<file path="src/rtl/conv_layer_scheduler_if.sv">
// Control/status bundle between the convolution layer scheduler and the
// surrounding datapath: start/stall in, memory and window controls out.
interface conv_layer_scheduler_if;
    logic       start;
    logic       stall;
    logic [5:0] rd_addr;
    logic       ld_we;
    logic [5:0] ld_addr;
    logic [2:0] win_row;
    logic [2:0] win_col;
    logic [1:0] filt_sel;
    logic       wr_en;
    logic [7:0] wr_addr;
    logic       busy;
    logic       done;

    // Scheduler side
    modport slave (
        input  start, stall,
        output rd_addr, ld_we, ld_addr, win_row, win_col, filt_sel,
               wr_en, wr_addr, busy, done
    );

    // Controller / datapath side
    modport master (
        output start, stall,
        input  rd_addr, ld_we, ld_addr, win_row, win_col, filt_sel,
               wr_en, wr_addr, busy, done
    );
endinterface

</file>
<file path="src/rtl/conv_layer_scheduler.sv">
// Convolution layer scheduler: loads one IMG x IMG tile into the tensor
// registers, then sweeps every KxK window for each filter and sequences the
// result-memory writes behind a PIPE_LAT-deep datapath.
//
// state   | meaning
// --------+-----------------------------------------------------------
// IDLE    | waiting for start
// LOAD    | issuing input-memory reads 0..IMG*IMG-1
// DRAIN   | last read data returning (final ld_we)
// COMPUTE | issuing one window per non-stalled cycle
// FLUSH   | letting the last PIPE_LAT results drain to memory
// DONE    | one-cycle completion pulse
module conv_layer_scheduler #(
    parameter int IMG      = 8,
    parameter int K        = 3,
    parameter int NFILT    = 3,
    parameter int PIPE_LAT = 1
) (
    input  logic                    clk,
    input  logic                    reset,
    conv_layer_scheduler_if.slave   bus
);

    localparam int         OUT        = IMG - K + 1;
    localparam logic [5:0] LAST_RD    = 6'(IMG * IMG - 1);
    localparam logic [2:0] LAST_RC    = 3'(OUT - 1);
    localparam logic [1:0] LAST_F     = 2'(NFILT - 1);
    localparam logic [7:0] FLUSH_INIT = 8'(PIPE_LAT - 1);

    typedef enum logic [2:0] {
        S_IDLE,
        S_LOAD,
        S_DRAIN,
        S_COMPUTE,
        S_FLUSH,
        S_DONE
    } state_t;

    state_t     state;
    logic [5:0] rd_addr_q;
    logic       ld_we_q;
    logic [5:0] ld_addr_q;
    logic [2:0] row_q;
    logic [2:0] col_q;
    logic [1:0] filt_q;
    logic [7:0] flush_cnt;

    // Results in flight through the datapath; index PIPE_LAT-1 is the one
    // due at the result memory this cycle.
    logic       dl_vld  [PIPE_LAT];
    logic [7:0] dl_addr [PIPE_LAT];

    logic [5:0] pos;
    logic       advance;
    logic       last_win;

    // Window position, progress enable and end-of-sweep detect
    always_comb begin
        pos      = 6'(row_q) * 6'(OUT) + 6'(col_q);
        advance  = ((state == S_COMPUTE) || (state == S_FLUSH)) && !bus.stall;
        last_win = (filt_q == LAST_F) && (row_q == LAST_RC) && (col_q == LAST_RC);
    end

    // Sequencing FSM with its address/window counters and load strobe
    always_ff @(posedge clk) begin
        if (reset) begin
            state     <= S_IDLE;
            rd_addr_q <= '0;
            ld_we_q   <= 1'b0;
            ld_addr_q <= '0;
            row_q     <= '0;
            col_q     <= '0;
            filt_q    <= '0;
            flush_cnt <= '0;
        end else begin
            // Read data comes back one cycle after each LOAD issue
            ld_we_q   <= (state == S_LOAD);
            ld_addr_q <= (state == S_LOAD) ? rd_addr_q : '0;

            case (state)
                S_IDLE: begin
                    if (bus.start) begin
                        state     <= S_LOAD;
                        rd_addr_q <= '0;
                    end
                end
                S_LOAD: begin
                    if (rd_addr_q == LAST_RD) begin
                        state     <= S_DRAIN;
                        rd_addr_q <= '0;
                    end else begin
                        rd_addr_q <= rd_addr_q + 6'd1;
                    end
                end
                S_DRAIN: begin
                    state <= S_COMPUTE;
                end
                S_COMPUTE: begin
                    if (!bus.stall) begin
                        if (last_win) begin
                            state     <= S_FLUSH;
                            row_q     <= '0;
                            col_q     <= '0;
                            filt_q    <= '0;
                            flush_cnt <= FLUSH_INIT;
                        end else if (col_q == LAST_RC) begin
                            col_q <= '0;
                            if (row_q == LAST_RC) begin
                                row_q  <= '0;
                                filt_q <= filt_q + 2'd1;
                            end else begin
                                row_q <= row_q + 3'd1;
                            end
                        end else begin
                            col_q <= col_q + 3'd1;
                        end
                    end
                end
                S_FLUSH: begin
                    if (!bus.stall) begin
                        if (flush_cnt == 8'd0) begin
                            state <= S_DONE;
                        end else begin
                            flush_cnt <= flush_cnt - 8'd1;
                        end
                    end
                end
                S_DONE: begin
                    state <= S_IDLE;
                end
                default: begin
                    state <= S_IDLE;
                end
            endcase
        end
    end

    // Write-delay line: shifts only on non-stalled compute/flush cycles
    always_ff @(posedge clk) begin
        if (reset) begin
            for (int i = 0; i < PIPE_LAT; i++) begin
                dl_vld[i]  <= 1'b0;
                dl_addr[i] <= '0;
            end
        end else if (advance) begin
            dl_vld[0]  <= (state == S_COMPUTE);
            dl_addr[0] <= (state == S_COMPUTE) ? {filt_q, pos} : 8'd0;
            for (int i = 1; i < PIPE_LAT; i++) begin
                dl_vld[i]  <= dl_vld[i-1];
                dl_addr[i] <= dl_addr[i-1];
            end
        end
    end

    // A result waiting at the tail is held back while stalled
    assign bus.wr_en    = dl_vld[PIPE_LAT-1] & ~bus.stall;
    assign bus.wr_addr  = bus.wr_en ? dl_addr[PIPE_LAT-1] : 8'd0;

    assign bus.rd_addr  = rd_addr_q;
    assign bus.ld_we    = ld_we_q;
    assign bus.ld_addr  = ld_addr_q;
    assign bus.win_row  = row_q;
    assign bus.win_col  = col_q;
    assign bus.filt_sel = filt_q;
    assign bus.busy     = (state == S_LOAD) || (state == S_DRAIN) ||
                          (state == S_COMPUTE) || (state == S_FLUSH);
    assign bus.done     = (state == S_DONE);

endmodule

</file>
<file path="src/flat_wrapper.sv">
// flat-port wrapper written by rule: the top's interface ports become plain ports
module conv_layer_scheduler_flat 
#(
    parameter int IMG      = 8,
    parameter int K        = 3,
    parameter int NFILT    = 3,
    parameter int PIPE_LAT = 1
)
  (clk, reset, bus_start, bus_stall, bus_rd_addr, bus_ld_we, bus_ld_addr, bus_win_row, bus_win_col, bus_filt_sel, bus_wr_en, bus_wr_addr, bus_busy, bus_done);
  conv_layer_scheduler_if bus_i ();
  input  logic clk;
  input  logic reset;
  input wire logic [$bits(bus_i.start)-1:0] bus_start;
  input wire logic [$bits(bus_i.stall)-1:0] bus_stall;
  output wire logic [$bits(bus_i.rd_addr)-1:0] bus_rd_addr;
  output wire logic [$bits(bus_i.ld_we)-1:0] bus_ld_we;
  output wire logic [$bits(bus_i.ld_addr)-1:0] bus_ld_addr;
  output wire logic [$bits(bus_i.win_row)-1:0] bus_win_row;
  output wire logic [$bits(bus_i.win_col)-1:0] bus_win_col;
  output wire logic [$bits(bus_i.filt_sel)-1:0] bus_filt_sel;
  output wire logic [$bits(bus_i.wr_en)-1:0] bus_wr_en;
  output wire logic [$bits(bus_i.wr_addr)-1:0] bus_wr_addr;
  output wire logic [$bits(bus_i.busy)-1:0] bus_busy;
  output wire logic [$bits(bus_i.done)-1:0] bus_done;
  assign bus_i.start = bus_start;
  assign bus_i.stall = bus_stall;
  assign bus_rd_addr = bus_i.rd_addr;
  assign bus_ld_we = bus_i.ld_we;
  assign bus_ld_addr = bus_i.ld_addr;
  assign bus_win_row = bus_i.win_row;
  assign bus_win_col = bus_i.win_col;
  assign bus_filt_sel = bus_i.filt_sel;
  assign bus_wr_en = bus_i.wr_en;
  assign bus_wr_addr = bus_i.wr_addr;
  assign bus_busy = bus_i.busy;
  assign bus_done = bus_i.done;
  conv_layer_scheduler #(.IMG(IMG), .K(K), .NFILT(NFILT), .PIPE_LAT(PIPE_LAT)) u_core (.clk(clk), .reset(reset), .bus(bus_i));
endmodule
</file>
<file path="config.mk">
export PLATFORM = sky130hd
export DESIGN_NAME = conv_layer_scheduler_flat
export DESIGN_NICKNAME = d
export VERILOG_FILES = /design/src/rtl/conv_layer_scheduler_if.sv /design/src/rtl/conv_layer_scheduler.sv /design/src/flat_wrapper.sv
export SDC_FILE = /design/constraint.sdc
export NUM_CORES = 1
export LEC_CHECK = 0
export BUFFER_PORTS_ARGS = -buffer_cell sky130_fd_sc_hd__buf_2
export CELL_PAD_IN_SITES_DETAIL_PLACEMENT = 1
export CELL_PAD_IN_SITES_GLOBAL_PLACEMENT = 1
export CORE_AREA = 2 2 79 74
export DETAILED_ROUTE_END_ITERATION = 6
export DIE_AREA = 0 0 81 76
export GPL_ROUTABILITY_DRIVEN = 0
export GPL_TIMING_DRIVEN = 0
export PLACE_DENSITY_LB_ADDON = 0.1
export RECOVER_POWER = 25
export SLEW_MARGIN = 20
export SYNTH_ARGS = -nofsm -noshare
export SYNTH_HDL_FRONTEND = slang
export SYNTH_SLANG_ARGS = --single-unit
</file>
<file path="constraint.sdc">
create_clock -name clk -period 3 [get_ports clk]
set_input_delay 0.6 -clock clk [delete_from_list [all_inputs] [get_ports clk]]
set_output_delay 0.6 -clock clk [all_outputs]
set_load 0.01 [all_outputs]
</file>
==> Implementation_results.wiki <==
{| class="wikitable"
! Metric !! Value
|-
| Status || complete, no violations
|-
| P per Cell Area || 396.0 nW/um^2
|-
| Worst-path clk slew || 0.08 ns
|-
| Layout Utilization || 0.4685
|-
| Critical Path Start Type || register
|-
| Overflow after GRT || 0
|-
| Wire length of the first global-routing pass || 8859 um
|-
| Initial Utilization || 0.4094
|-
| Vias after detailed routing || 1839
|-
| Area growth from synthesis to layout || 14.43%
|-
| Number of setup buffers added after CTS || 0
|-
| Worst relative slew slack || 0.4861
|-
| Largest net degree at the start of global routing || 14
|-
| Type of the worst setup path || register to register
|-
| Worst hold margin || 0.4950 ns
|-
| Post-route insts no fill || 350
|-
| DIE AREA || 6156 um^2
|-
| Core Footprint || 5400 um^2
|-
| Max IR drop VDD || 162.7 uV
|-
| Placement Rows || 26
|-
| Total number of H-tree levels || 2
|-
| Number of port buffers || 35
|-
| Post-DRT Antenna Nets || 0
|-
| Synthesized net count || 254
|-
| Later-pin clock latency in the skew report || 0.30 ns
|-
| Gate count after technology mapping || 237
|-
| TritonCTS Buffers || 5
|-
| Tightest Hold Check Type || register to register
|-
| Hold_buf cts || 0
|-
| Total routed wirelength || 5165 um
|-
| Worst-path cell with the longest stage delay || sky130_fd_sc_hd__nor4bb_1
|-
| Total non-filler cell area in the finished layout || 2530 um^2
|-
| Netlist cell types || 60
|-
| WHS Endpoint || u_core.flush_cnt[7]$_SDFFE_PP0P_
|-
| Horizontal die dimension || 81 um
|-
| Detailed-router iteration count before antenna repair || 4
|-
| Setup repair after global routing missed its margin || no
|-
| Number of enable-type register cells in the synthesized netlist || 9
|-
| Most numerous cell types in the synthesized netlist || 32 x sky130_fd_sc_hd__dfxtp_1, 19 x sky130_fd_sc_hd__nor2_1, 15 x sky130_fd_sc_hd__a21oi_1, 15 x sky130_fd_sc_hd__and2_1, 15 x sky130_fd_sc_hd__inv_1
|-
| Worst Hold Launch || u_core.flush_cnt[7]$_SDFFE_PP0P_
|-
| Placed Instance Area || 2474 um^2
|-
| Final setup violation count || 0
|-
| All-layer global routing usage || 0.1843
|-
| Yosys reg bits || 41
|-
| Launch instance of the worst register-to-register path || u_core.state[1]$_SDFFE_PP0P_
|-
| Static leakage power || 1.003 nW
|-
| Final Skew || 0.003131 ns
|-
| Starting DRC count in detailed routing || 70
|-
| Final antenna diode count || 0
|-
| Final worst-path cycle share || 0.7453
|-
| Via-per-instance ratio || 5.254
|-
| Register-to-register path setup slack || 0.76 ns
|-
| Portion of the post-synthesis area used by sequential elements || 0.4120
|-
| Post-synth ARST share || 0
|-
| Buffer depth of the longest clock path || 2
|-
| Routed wire length per instance || 14.76 um
|-
| Tightest Pin Transition || 0.7601 ns
|-
| Critical path data required time || 3.23 ns
|-
| Portion of synthesized cell area occupied by the leading cell type || 0.2898
|-
| Most frequent cell on the critical path || sky130_fd_sc_hd__clkbuf_1
|-
| Residual DRC count || 0
|-
| Number of sinks handled by clock tree synthesis || 41
|-
| Critical path buffers and inverters || 2
|-
| Main synth FF type || sky130_fd_sc_hd__dfxtp_1
|-
| Clock tree from TritonCTS || done
|-
| Chain of cells forming the critical path || clkbuf_1 -> nor4bb_1 -> clkbuf_1 -> nand2_1 -> or3_1 -> a21oi_1
|-
| Max Clock Freq || 447.3 MHz
|-
| Worst hold path stage count || 1
|-
| Main area contributors after synthesis || sky130_fd_sc_hd__dfxtp_1 29%, sky130_fd_sc_hd__edfxtp_1 12%, sky130_fd_sc_hd__ha_1 6.2%
|-
| Cell type contributing the most total cell area after synthesis || sky130_fd_sc_hd__dfxtp_1
|-
| Syn Std Cell Area || 2211 um^2
|-
| Net count of the finished layout || 296
|-
| Pins over their slew limit || 0
|-
| Synth warn || 0
|-
| Worst Reg-to-Reg Cells || 6
|-
| Delay of the slowest cell on the worst path || 0.41 ns
|-
| HPWL reported at the end of detailed placement || 3918 um
|-
| Mean post-synth cell area || 9.329 um^2
|-
| Hold Fails Final Rpt || 0
|-
| Num ports || 36
|-
| Critical path arrival || 2.47 ns
|-
| Post-CTS Resized || 0
|-
| Max Cap Viol || 0
|-
| Capture point of the worst reg-to-reg path || u_core.bus.win_col[1]$_SDFFE_PP0P_
|-
| Via count of the first global-routing pass || 1861
|-
| Fin crit period || 2.236 ns
|-
| Critical Path Fanout Max || 10
|-
| Gate family responsible for the most delay along the worst path || simple AND/OR/NAND/NOR gates
|-
| Die H || 76 um
|-
| Clock Tree Root || sky130_fd_sc_hd__clkbuf_8
|-
| Initial antenna violation count || 0
|-
| Setup crit end kind || register
|-
| Summed negative setup slack over all endpoints || 0 ns
|-
| Most used standard cell by instance count after synthesis || sky130_fd_sc_hd__dfxtp_1
|-
| Post-Place Cells || 342
|-
| Proportion of layout cells with a drive suffix above 1 || 0.1571
|}
## flip-flops by register name (all words and copies together), names as in the netlist
signal and flops:
u_core.dl_vld 1, u_core.bus.rd_addr 6, u_core.flush_cnt 8, u_core.dl_addr 8
u_core.bus.ld_addr 6, u_core.state 3, u_core.bus.ld_we 1, u_core.bus.win_col 3
u_core.bus.filt_sel 2, u_core.bus.win_row 3
## layer usage
metal  global-route usage  wire (um)  vias to the layer above
met2               0.2975       2387                       31
met1               0.2404       2519                      869
met4              0.06102         56                        0
met3              0.04384        202                        7
li1                     -          -                      932
met5                    0          0                        -
## placed cells by master, fill, tap and decap left out, drive strengths merged, types with 10 or more instances in the layout
cell type / synthesis / layout
inv: 15 / 15
a21oi: 15 / 15
buf: 8 / 24
nand3: 13 / 13
dfxtp: 32 / 32
clkbuf: 4 / 28
ha: 11 / 11
nor2: 19 / 19
and2: 15 / 15
nand2: 10 / 10
## power by group
part	internal, W	switching (W)	total [W]
clock network	0.000161	0.000198	0.000359
logic	0.0000213	0.0000446	0.0000659
registers	0.000572	0.00000588	0.000577
## how the worst max path moves through the flow
stage	start	depth (start not counted)	end
CTS	u_core.state[0]$_SDFFE_PP0P_	4	u_core.dl_addr[0][5]$_SDFFCE_PN0P_
global route	u_core.state[1]$_SDFFE_PP0P_	6	u_core.bus.win_col[1]$_SDFFE_PP0P_
finish	u_core.state[1]$_SDFFE_PP0P_	6	u_core.bus.win_col[1]$_SDFFE_PP0P_
global placement	u_core.state[0]$_SDFFE_PP0P_	4	u_core.dl_addr[0][5]$_SDFFCE_PN0P_
detailed placement	u_core.state[0]$_SDFFE_PP0P_	4	u_core.dl_addr[0][5]$_SDFFCE_PN0P_
floorplan	u_core.state[0]$_SDFFE_PP0P_	4	u_core.dl_addr[0][0]$_SDFFCE_PN0P_
## metrics by stage
| step | setup WS, ns | total power, W |
|---|---|---|
| after floorplan | 0.9219 | 0.0006317 |
| after global placement | 0.5259 | 0.0006571 |
| after detailed placement | 0.4932 | 0.0006580 |
| after CTS | 0.4807 | 0.001020 |
| after global routing | 0.5317 | 0.001051 |
| final | 0.7642 | 0.001002 |
## cell type report
class | count | area [um^2]
sequential | 41 | 910.9
multi-input combinational | 169 | 1166
inverter | 15 | 56.30
tap | 70 | 87.58
clock buffer | 5 | 68.82
timing repair buffer | 35 | 153.9
clock inverter | 3 | 17.52
buffer | 12 | 68.82
fill | 685 | 2870
## cells by family (layout without fill, tap and decap cells)
kind of cell,count (synthesis),count (layout),synth area share
adder cells (fa/ha/maj),13,13,0.08036
multiplexers,2,2,0.01132
XOR/XNOR,7,7,0.02773
AO/OA/AOI/OAI,45,45,0.1426
buffers and inverters,27,70,0.06055
AND/OR/NAND/NOR,102,102,0.2654
flip-flops,41,41,0.4120
(Power assumes the default switching activity.)
